[config.mk]
export PLATFORM = sky130hd
export DESIGN_NAME = native2axil_adapter_flat
export DESIGN_NICKNAME = d
export VERILOG_FILES = /design/src/rtl/native2axil_adapter_pkg.sv /design/src/rtl/native2axil_adapter_if.sv /design/src/rtl/native2axil_adapter.sv /design/src/flat_wrapper.sv
export SDC_FILE = /design/constraint.sdc
export NUM_CORES = 1
export LEC_CHECK = 0
export CORE_MARGIN = 1.5
export CORE_UTILIZATION = 41
export DETAILED_ROUTE_END_ITERATION = 10
export PLACE_DENSITY = 0.79
export RECOVER_POWER = 50
export SLEW_MARGIN = 0
export SYNTH_ARGS = -nofsm -noshare
export SYNTH_HDL_FRONTEND = slang
export SYNTH_SLANG_ARGS = --single-unit
[constraint.sdc]
create_clock -name clk -period 1.8 [get_ports clk]
set_input_delay 0.27 -clock clk [delete_from_list [all_inputs] [get_ports clk]]
set_output_delay 0.27 -clock clk [all_outputs]
set_load 0.01 [all_outputs]
[src/rtl/native2axil_adapter_pkg.sv]
// ----------------------------------------------------------------------------
// native2axil_adapter_pkg: shared types and constants for the native-to-AXI4-Lite bridge. Rev 1.0
// ----------------------------------------------------------------------------
`default_nettype none

package native2axil_adapter_pkg;

  localparam int DEF_ADDR_W = 32;
  localparam int DEF_DATA_W = 32;

  localparam logic [1:0] AXI_RESP_OKAY    = 2'b00;
  localparam logic [2:0] AXI_PROT_DEFAULT = 3'b000;

  typedef enum logic [2:0] {
    ST_IDLE  = 3'd0,
    ST_WRITE = 3'd1,
    ST_WRESP = 3'd2,
    ST_READ  = 3'd3,
    ST_RDATA = 3'd4,
    ST_DONE  = 3'd5
  } state_e;

  function automatic logic resp_is_err(input logic [1:0] resp);
    return resp != AXI_RESP_OKAY;
  endfunction

endpackage

`default_nettype wire

[src/rtl/native2axil_adapter_if.sv]
// ----------------------------------------------------------------------------
// native2axil_adapter_if: native request bus and AXI4-Lite bus bundles with master/slave views. Rev 1.0
// ----------------------------------------------------------------------------
`default_nettype none

interface native2axil_native_if
  import native2axil_adapter_pkg::*;
#(
  parameter int ADDR_W = DEF_ADDR_W,
  parameter int DATA_W = DEF_DATA_W
);
  logic                valid;
  logic [ADDR_W-1:0]   addr;
  logic [DATA_W-1:0]   wdata;
  logic [DATA_W/8-1:0] wstrb;
  logic [DATA_W-1:0]   rdata;
  logic                ready;
  logic                error;

  modport master (output valid, addr, wdata, wstrb, input  rdata, ready, error);
  modport slave  (input  valid, addr, wdata, wstrb, output rdata, ready, error);
endinterface

interface native2axil_axil_if
  import native2axil_adapter_pkg::*;
#(
  parameter int ADDR_W = DEF_ADDR_W,
  parameter int DATA_W = DEF_DATA_W
);
  logic [ADDR_W-1:0]   awaddr;
  logic [2:0]          awprot;
  logic                awvalid;
  logic                awready;
  logic [DATA_W-1:0]   wdata;
  logic [DATA_W/8-1:0] wstrb;
  logic                wvalid;
  logic                wready;
  logic [1:0]          bresp;
  logic                bvalid;
  logic                bready;
  logic [ADDR_W-1:0]   araddr;
  logic [2:0]          arprot;
  logic                arvalid;
  logic                arready;
  logic [DATA_W-1:0]   rdata;
  logic [1:0]          rresp;
  logic                rvalid;
  logic                rready;

  modport master (
    output awaddr, awprot, awvalid, wdata, wstrb, wvalid, bready, araddr, arprot, arvalid, rready,
    input  awready, wready, bresp, bvalid, arready, rdata, rresp, rvalid
  );
  modport slave (
    input  awaddr, awprot, awvalid, wdata, wstrb, wvalid, bready, araddr, arprot, arvalid, rready,
    output awready, wready, bresp, bvalid, arready, rdata, rresp, rvalid
  );
endinterface

`default_nettype wire

[src/rtl/native2axil_adapter.sv]
// ----------------------------------------------------------------------------
// native2axil_adapter: native slave request -> single AXI4-Lite write/read, one-cycle ready on completion. Rev 1.0
// ----------------------------------------------------------------------------
`default_nettype none

module native2axil_adapter
  import native2axil_adapter_pkg::*;
#(
  parameter int AXIL_ADDR_W = DEF_ADDR_W,
  parameter int AXIL_DATA_W = DEF_DATA_W
) (
  input  logic                clk,
  input  logic                rst,
  native2axil_native_if.slave nat,
  native2axil_axil_if.master  m_axil
);

  localparam int STRB_W = AXIL_DATA_W / 8;

  state_e                 state_q;
  logic [AXIL_ADDR_W-1:0] addr_q;
  logic [AXIL_DATA_W-1:0] wdata_q;
  logic [STRB_W-1:0]      wstrb_q;
  logic [AXIL_DATA_W-1:0] rdata_q;
  logic                   awvalid_q;
  logic                   wvalid_q;
  logic                   bready_q;
  logic                   arvalid_q;
  logic                   rready_q;
  logic                   aw_done_q;
  logic                   w_done_q;
  logic                   ready_q;
  logic                   error_q;

  logic aw_hs;
  logic w_hs;

  assign aw_hs = awvalid_q & m_axil.awready;
  assign w_hs  = wvalid_q & m_axil.wready;

  always_ff @(posedge clk or negedge rst) begin
    if (!rst) begin
      state_q   <= ST_IDLE;
      addr_q    <= '0;
      wdata_q   <= '0;
      wstrb_q   <= '0;
      rdata_q   <= '0;
      awvalid_q <= 1'b0;
      wvalid_q  <= 1'b0;
      bready_q  <= 1'b0;
      arvalid_q <= 1'b0;
      rready_q  <= 1'b0;
      aw_done_q <= 1'b0;
      w_done_q  <= 1'b0;
      ready_q   <= 1'b0;
      error_q   <= 1'b0;
    end else begin
      ready_q <= 1'b0;
      case (state_q)
        ST_IDLE: begin
          if (nat.valid) begin
            addr_q  <= nat.addr;
            wdata_q <= nat.wdata;
            wstrb_q <= nat.wstrb;
            if (|nat.wstrb) begin
              awvalid_q <= 1'b1;
              wvalid_q  <= 1'b1;
              state_q   <= ST_WRITE;
            end else begin
              arvalid_q <= 1'b1;
              state_q   <= ST_READ;
            end
          end
        end
        ST_WRITE: begin
          // AW and W retire independently; the flags remember which one already went.
          if (aw_hs) begin
            awvalid_q <= 1'b0;
            aw_done_q <= 1'b1;
          end
          if (w_hs) begin
            wvalid_q <= 1'b0;
            w_done_q <= 1'b1;
          end
          if ((aw_done_q | aw_hs) && (w_done_q | w_hs)) begin
            aw_done_q <= 1'b0;
            w_done_q  <= 1'b0;
            bready_q  <= 1'b1;
            state_q   <= ST_WRESP;
          end
        end
        ST_WRESP: begin
          if (m_axil.bvalid) begin
            bready_q <= 1'b0;
            error_q  <= resp_is_err(m_axil.bresp);
            ready_q  <= 1'b1;
            state_q  <= ST_DONE;
          end
        end
        ST_READ: begin
          if (m_axil.arready) begin
            arvalid_q <= 1'b0;
            rready_q  <= 1'b1;
            state_q   <= ST_RDATA;
          end
        end
        ST_RDATA: begin
          if (m_axil.rvalid) begin
            rready_q <= 1'b0;
            rdata_q  <= m_axil.rdata;
            error_q  <= resp_is_err(m_axil.rresp);
            ready_q  <= 1'b1;
            state_q  <= ST_DONE;
          end
        end
        // The native valid still seen here belongs to the request just completed.
        ST_DONE: state_q <= ST_IDLE;
        default: state_q <= ST_IDLE;
      endcase
    end
  end

  assign m_axil.awaddr  = addr_q;
  assign m_axil.awprot  = AXI_PROT_DEFAULT;
  assign m_axil.awvalid = awvalid_q;
  assign m_axil.wdata   = wdata_q;
  assign m_axil.wstrb   = wstrb_q;
  assign m_axil.wvalid  = wvalid_q;
  assign m_axil.bready  = bready_q;
  assign m_axil.araddr  = addr_q;
  assign m_axil.arprot  = AXI_PROT_DEFAULT;
  assign m_axil.arvalid = arvalid_q;
  assign m_axil.rready  = rready_q;

  assign nat.rdata = rdata_q;
  assign nat.ready = ready_q;
  assign nat.error = error_q;

endmodule

`default_nettype wire

[src/flat_wrapper.sv]
// flat-port wrapper written by rule: the top's interface ports become plain ports
module native2axil_adapter_flat import native2axil_adapter_pkg::*;
#(
  parameter int AXIL_ADDR_W = DEF_ADDR_W,
  parameter int AXIL_DATA_W = DEF_DATA_W
)
  (clk, rst, nat_valid, nat_addr, nat_wdata, nat_wstrb, nat_rdata, nat_ready, nat_error, m_axil_awaddr, m_axil_awprot, m_axil_awvalid, m_axil_wdata, m_axil_wstrb, m_axil_wvalid, m_axil_bready, m_axil_araddr, m_axil_arprot, m_axil_arvalid, m_axil_rready, m_axil_awready, m_axil_wready, m_axil_bresp, m_axil_bvalid, m_axil_arready, m_axil_rdata, m_axil_rresp, m_axil_rvalid);
  native2axil_native_if nat_i ();
  native2axil_axil_if m_axil_i ();
  input  logic clk;
  input  logic rst;
  input wire logic [$bits(nat_i.valid)-1:0] nat_valid;
  input wire logic [$bits(nat_i.addr)-1:0] nat_addr;
  input wire logic [$bits(nat_i.wdata)-1:0] nat_wdata;
  input wire logic [$bits(nat_i.wstrb)-1:0] nat_wstrb;
  output wire logic [$bits(nat_i.rdata)-1:0] nat_rdata;
  output wire logic [$bits(nat_i.ready)-1:0] nat_ready;
  output wire logic [$bits(nat_i.error)-1:0] nat_error;
  output wire logic [$bits(m_axil_i.awaddr)-1:0] m_axil_awaddr;
  output wire logic [$bits(m_axil_i.awprot)-1:0] m_axil_awprot;
  output wire logic [$bits(m_axil_i.awvalid)-1:0] m_axil_awvalid;
  output wire logic [$bits(m_axil_i.wdata)-1:0] m_axil_wdata;
  output wire logic [$bits(m_axil_i.wstrb)-1:0] m_axil_wstrb;
  output wire logic [$bits(m_axil_i.wvalid)-1:0] m_axil_wvalid;
  output wire logic [$bits(m_axil_i.bready)-1:0] m_axil_bready;
  output wire logic [$bits(m_axil_i.araddr)-1:0] m_axil_araddr;
  output wire logic [$bits(m_axil_i.arprot)-1:0] m_axil_arprot;
  output wire logic [$bits(m_axil_i.arvalid)-1:0] m_axil_arvalid;
  output wire logic [$bits(m_axil_i.rready)-1:0] m_axil_rready;
  input wire logic [$bits(m_axil_i.awready)-1:0] m_axil_awready;
  input wire logic [$bits(m_axil_i.wready)-1:0] m_axil_wready;
  input wire logic [$bits(m_axil_i.bresp)-1:0] m_axil_bresp;
  input wire logic [$bits(m_axil_i.bvalid)-1:0] m_axil_bvalid;
  input wire logic [$bits(m_axil_i.arready)-1:0] m_axil_arready;
  input wire logic [$bits(m_axil_i.rdata)-1:0] m_axil_rdata;
  input wire logic [$bits(m_axil_i.rresp)-1:0] m_axil_rresp;
  input wire logic [$bits(m_axil_i.rvalid)-1:0] m_axil_rvalid;
  assign nat_i.valid = nat_valid;
  assign nat_i.addr = nat_addr;
  assign nat_i.wdata = nat_wdata;
  assign nat_i.wstrb = nat_wstrb;
  assign nat_rdata = nat_i.rdata;
  assign nat_ready = nat_i.ready;
  assign nat_error = nat_i.error;
  assign m_axil_awaddr = m_axil_i.awaddr;
  assign m_axil_awprot = m_axil_i.awprot;
  assign m_axil_awvalid = m_axil_i.awvalid;
  assign m_axil_wdata = m_axil_i.wdata;
  assign m_axil_wstrb = m_axil_i.wstrb;
  assign m_axil_wvalid = m_axil_i.wvalid;
  assign m_axil_bready = m_axil_i.bready;
  assign m_axil_araddr = m_axil_i.araddr;
  assign m_axil_arprot = m_axil_i.arprot;
  assign m_axil_arvalid = m_axil_i.arvalid;
  assign m_axil_rready = m_axil_i.rready;
  assign m_axil_i.awready = m_axil_awready;
  assign m_axil_i.wready = m_axil_wready;
  assign m_axil_i.bresp = m_axil_bresp;
  assign m_axil_i.bvalid = m_axil_bvalid;
  assign m_axil_i.arready = m_axil_arready;
  assign m_axil_i.rdata = m_axil_rdata;
  assign m_axil_i.rresp = m_axil_rresp;
  assign m_axil_i.rvalid = m_axil_rvalid;
  native2axil_adapter #(.AXIL_ADDR_W(AXIL_ADDR_W), .AXIL_DATA_W(AXIL_DATA_W)) u_core (.clk(clk), .rst(rst), .nat(nat_i), .m_axil(m_axil_i));
endmodule
; ---- Yosys cells after proc, flatten, opt, wreduce, memory -nomap -nowiden
; Cells that the tools add are included.
[totals]
out_inout_bits = 145
word_cells = 87
regBits = 112
in_bits = 112
[op_classes]
bitwise = 4
reduce_logical = 23
muxes = 33
n_eq_ne = 13
[op_table]
columns = op, count
row1 = 2-to-1 mux 1 bit, 19
row2 = nonzero test 2 bit, 9
row3 = 2-to-1 mux 3 bit, 5
row4 = one-hot mux 3 bit (5 select lines), 1
row5 = one-hot mux 1 bit (2 select lines), 7
row6 = AND reduction 4 bit, 3
row7 = "inequality test 2 bit, second input constant", 5
row8 = AND reduction 3 bit, 3
row9 = "inequality test 2 x 1 -> 1 bit, second input constant", 4
row10 = AND reduction 2 bit, 4
row11 = "equality test 3 x 2 -> 1 bit, second input constant", 2
row12 = AND reduction 5 bit, 1
row13 = OR reduction 4 bit, 1
row14 = "equality test 3 x 1 -> 1 bit, second input constant", 1
row15 = "equality test 3 bit, second input constant", 1
row16 = zero test 3 bit, 1
row17 = bitwise AND 1 bit, 2
row18 = 2-to-1 mux 2 bit, 1
row19 = bitwise OR 1 bit, 2
row20 = logical AND 1 bit, 1

; ---- Longest topological paths before layout
[logic_depth]
word_depth = 5
depth_mapped = 6

; ---- Worst setup path after synthesis
; Ideal clock, no wire load.
[synth_timing]
kind = register to register
from = register u_core.state_q[1]
to = register u_core.state_q[0]
t_arrival_ns = 1.349
slack_ns = 0.323
setup_ns = 0.127
n_path_buf = 1
period_less_slack_ns = 1.477
path_stages_with_launch = 6
t_required_ns = 1.673
cell_sequence = dfrtp_1 > buf_4 > nor4_1 > a31oi_2 > nand3_2 > mux2_1
[synth_between]
elab_chain_len = 3
word_cells_on_any_way = 12
[synth_lines]
columns = element, line
row1 = start: declaration, native2axil_adapter.sv:20  ; state_e state_q;
row2 = start signal: assignment, native2axil_adapter.sv:43  ; state_q <= ST_IDLE;
row3 = start signal: assignment, native2axil_adapter.sv:68  ; state_q <= ST_WRITE;
row4 = start signal: assignment, native2axil_adapter.sv:71  ; state_q <= ST_READ;
row5 = "equality test 3 bit, or another cell as far along", native2axil_adapter.sv:59  ; case (state_q)
row6 = inequality test 2 bit (no line) or inequality test 2 x 1 -> 1 bit (tied branches), --
row7 = AND reduction 5 bit (no line), --
; Parallel ways exist; a longest one is shown, timed or not.
; A chain may end at the register's enable or synchronous reset.

; ---- Worst setup path in the final report
[layout_timing]
from = register u_core.state_q[1]
to = register u_core.rdata_q[31], in the netlist u_core.nat.rdata[31]
[layout_between]
elab_chain_len = 2
[layout_lines]
columns = element, line
row1 = equality test 3 bit, native2axil_adapter.sv:59
row2 = AND reduction 2 bit (no line), --
row3 = end signal: assignment, native2axil_adapter.sv:110  ; rdata_q <= m_axil.rdata;
row4 = end: declaration, native2axil_adapter.sv:24  ; logic [AXIL_DATA_W-1:0] rdata_q;
; No other way between the ends.

==> reports/results.tsv <==
metric	value	unit
reg2reg_setup_slack	140	ps
worst-path-buf-inv	2	
wl	12080	um
netlist_instances	320	
port_buffers	250	
whs	280.0	ps
slew_viol_final	0	
r2r_end	u_core.nat.rdata[31]	
cts-resized-gates	0	
start_util	0.4244	
critPathMaxStageDelay	400	ps
wl_per_cell	16.77	um
syn-cell-area	5161	sq um
fin_cells	720	
worstMarginPinSlew	788.2	ps
grt_usage	0.1866	
fill_cells	933	
overflow	0	
hp-class	input port to async pin	
power	13.98	mW
via_per_inst	4.608	
crit_required	2030	ps
ys_ff_latch	112	
path_cells	buf_4 > nor2_1 > and3_2 > buf_12 > mux2_2	
seq_area	2803	sq um
powerDensity	1780	nW/um^2
setup_violations	0	
drv_cap	0	
ys_seq_area_frac	0.5430	
design_area	7850	sq um
die_h	115.2	um
cts_tree	yes	
synth_ff_type	dfrtp_1	
grt_pass1_wl	19110	um
cts_made_buffers	9	
relSlewSlack	0.4745	
cts_setup_buffers	0	
crit_type	flip-flop to flip-flop	
cp-start-kind	flip-flop	
rsz0062_at_grt	false	
status	finished, final reports clean	
grt_use_met1	0.2178	
htree_levels	3	
layout_common_cells	clkdlybuf4s50_1, dfrtp_1, mux2_4	
core-area	12160	sq um
firstDrtPassIters	4	
drtAntennaViolNets	0	
antennaDiodeCount	0	
nets	659	
pin_count	257	
r2r_start	u_core.state_q[1]	
grt_pass1_vias	3613	
post-route-period-util	0.9201	
syn_area_per_cell	16.13	sq um
design.die.area	13270	sq um
num_vias	3318	
peakVddDrop	0.0008292	V
cts_sinks	112	
yosysUniqueCellTypes	32	
min_period	1656	ps
leakage	3.436	nW
clock_path_buffers	2	
async_flop_share	1.000	
clock_latency	350	ps
grt_max_degree	59	
ys_warn_count	0	
multi_input_area	1854	sq um
dp_hpwl	9235	um
place_congestion	0.7261	
utilization	0.6455	
timing_hold_violations_final	0	
dp_cells	703	
rr_worst_depth	5	
final_common_cell	clkdlybuf4s50_1	
placed_cell_area	7550	sq um
top_usage_layer	met2	
crit_path_top_delay_cell	dfrtp_1	
fmax	0.6038	GHz
drc	0	
drive_above_1_share	0.2464	
critPathTopFamily	buffers and inverters	
first_iter_violations	86	
grt_use_met2	0.3310	
die_w	115.2	um
cp-end-kind	flip-flop	
cp_max_fo	32	
synth_edf_count	0	
root_buffer	clkbuf_16	
path_clk_slew	70	ps
use_met3	0.04744	
area_growth	52.10	%
fin_worst_skew	7.226	ps
antenna_found_initial	0	
rows	40	
cp.arrival	1890	ps
[what timing repair did]
action	4_1_cts	5_1_grt
hold endpoints to repair	112	0
hold buffers	1	0
setup endpoints to repair	0	0
[power breakdown]
part           internal (mW)  switching (mW)  total [mW]
registers               3.79           0.842        4.63
clock network           1.22           0.905        2.12
logic                   4.70            2.52        7.22
total                   9.71            4.27        14.0
[layout make-up]
type,count,share of cell area
Multi-Input combinational cell,158,0.2362
Inverter,2,0.0009563
Sequential cell,112,0.3570
Timing Repair Buffer,264,0.3381
Clock inverter,7,0.01227
Clock buffer,9,0.02869
Tap cell,168,0.02678
[synth_stat cells (2+ instances only)]
cell type | n | area share
inv_1 | 2 | 0.0015
o2bb2ai_1 | 2 | 0.0034
mux2_4 | 98 | 0.29
buf_4 | 39 | 0.057
nand2_1 | 7 | 0.0051
a31oi_1 | 6 | 0.0073
buf_12 | 8 | 0.031
nor2_1 | 7 | 0.0051
o21ai_1 | 2 | 0.0019
mux2_2 | 2 | 0.0044
o21ai_0 | 2 | 0.0019
mux2_1 | 3 | 0.0065
nor4_1 | 2 | 0.0024
buf_6 | 5 | 0.011
a21oi_1 | 7 | 0.0068
dfrtp_1 | 112 | 0.54
[stage by stage]
stage | setup TNS (ps) | worst slack (ps)
final | 0 | 143.8
after global routing | 0 | 60.42
after CTS | 0 | 140.0
after detailed placement | -2.044 | -2.044
after global placement | 0 | 70.51
after floorplan | 0 | 323.4
[worst max-delay path by stage]
stage / start / end / slack [ps] / cells after the start
3_5_place_dp: nat_wstrb[1] / u_core.m_axil.awvalid / -2 / 5
4_1_cts: u_core.state_q[1] / u_core.nat.rdata[31] / 140 / 5
5_1_grt: u_core.state_q[1] / u_core.nat.rdata[31] / 60 / 5
2_1_floorplan: u_core.state_q[1] / u_core.state_q[0] / 320 / 5
3_3_place_gp: m_axil_rvalid / u_core.nat.rdata[31] / 70 / 4
6_report: u_core.state_q[1] / u_core.nat.rdata[31] / 140 / 5
[cells by family (layout without fill, tap and decap cells)]
| kind of cell | count (synthesis) | in the layout | share of synthesized area |
|---|---|---|---|
| simple gates | 26 | 26 | 0.03031 |
| mux | 104 | 104 | 0.2979 |
| flops | 112 | 112 | 0.5430 |
| other cells | 1 | 6 | 0.0007266 |
| buf+inv | 55 | 282 | 0.1011 |
| compound gates | 22 | 22 | 0.02691 |
[registers in the layout, summed over array words and instances, names as in the netlist, 3 cells and up]
name,flops
u_core.m_axil.araddr,32
u_core.m_axil.wdata,32
u_core.m_axil.wstrb,4
u_core.nat.rdata,32
u_core.state_q,3
[per-layer routing]
layer	up-vias	part of all wire
li1	1522	-
met1	1641	0.39
met2	140	0.53
met3	15	0.065
met4	0	0.018
met5	-	0
Power figures use the tool's default switching activity.
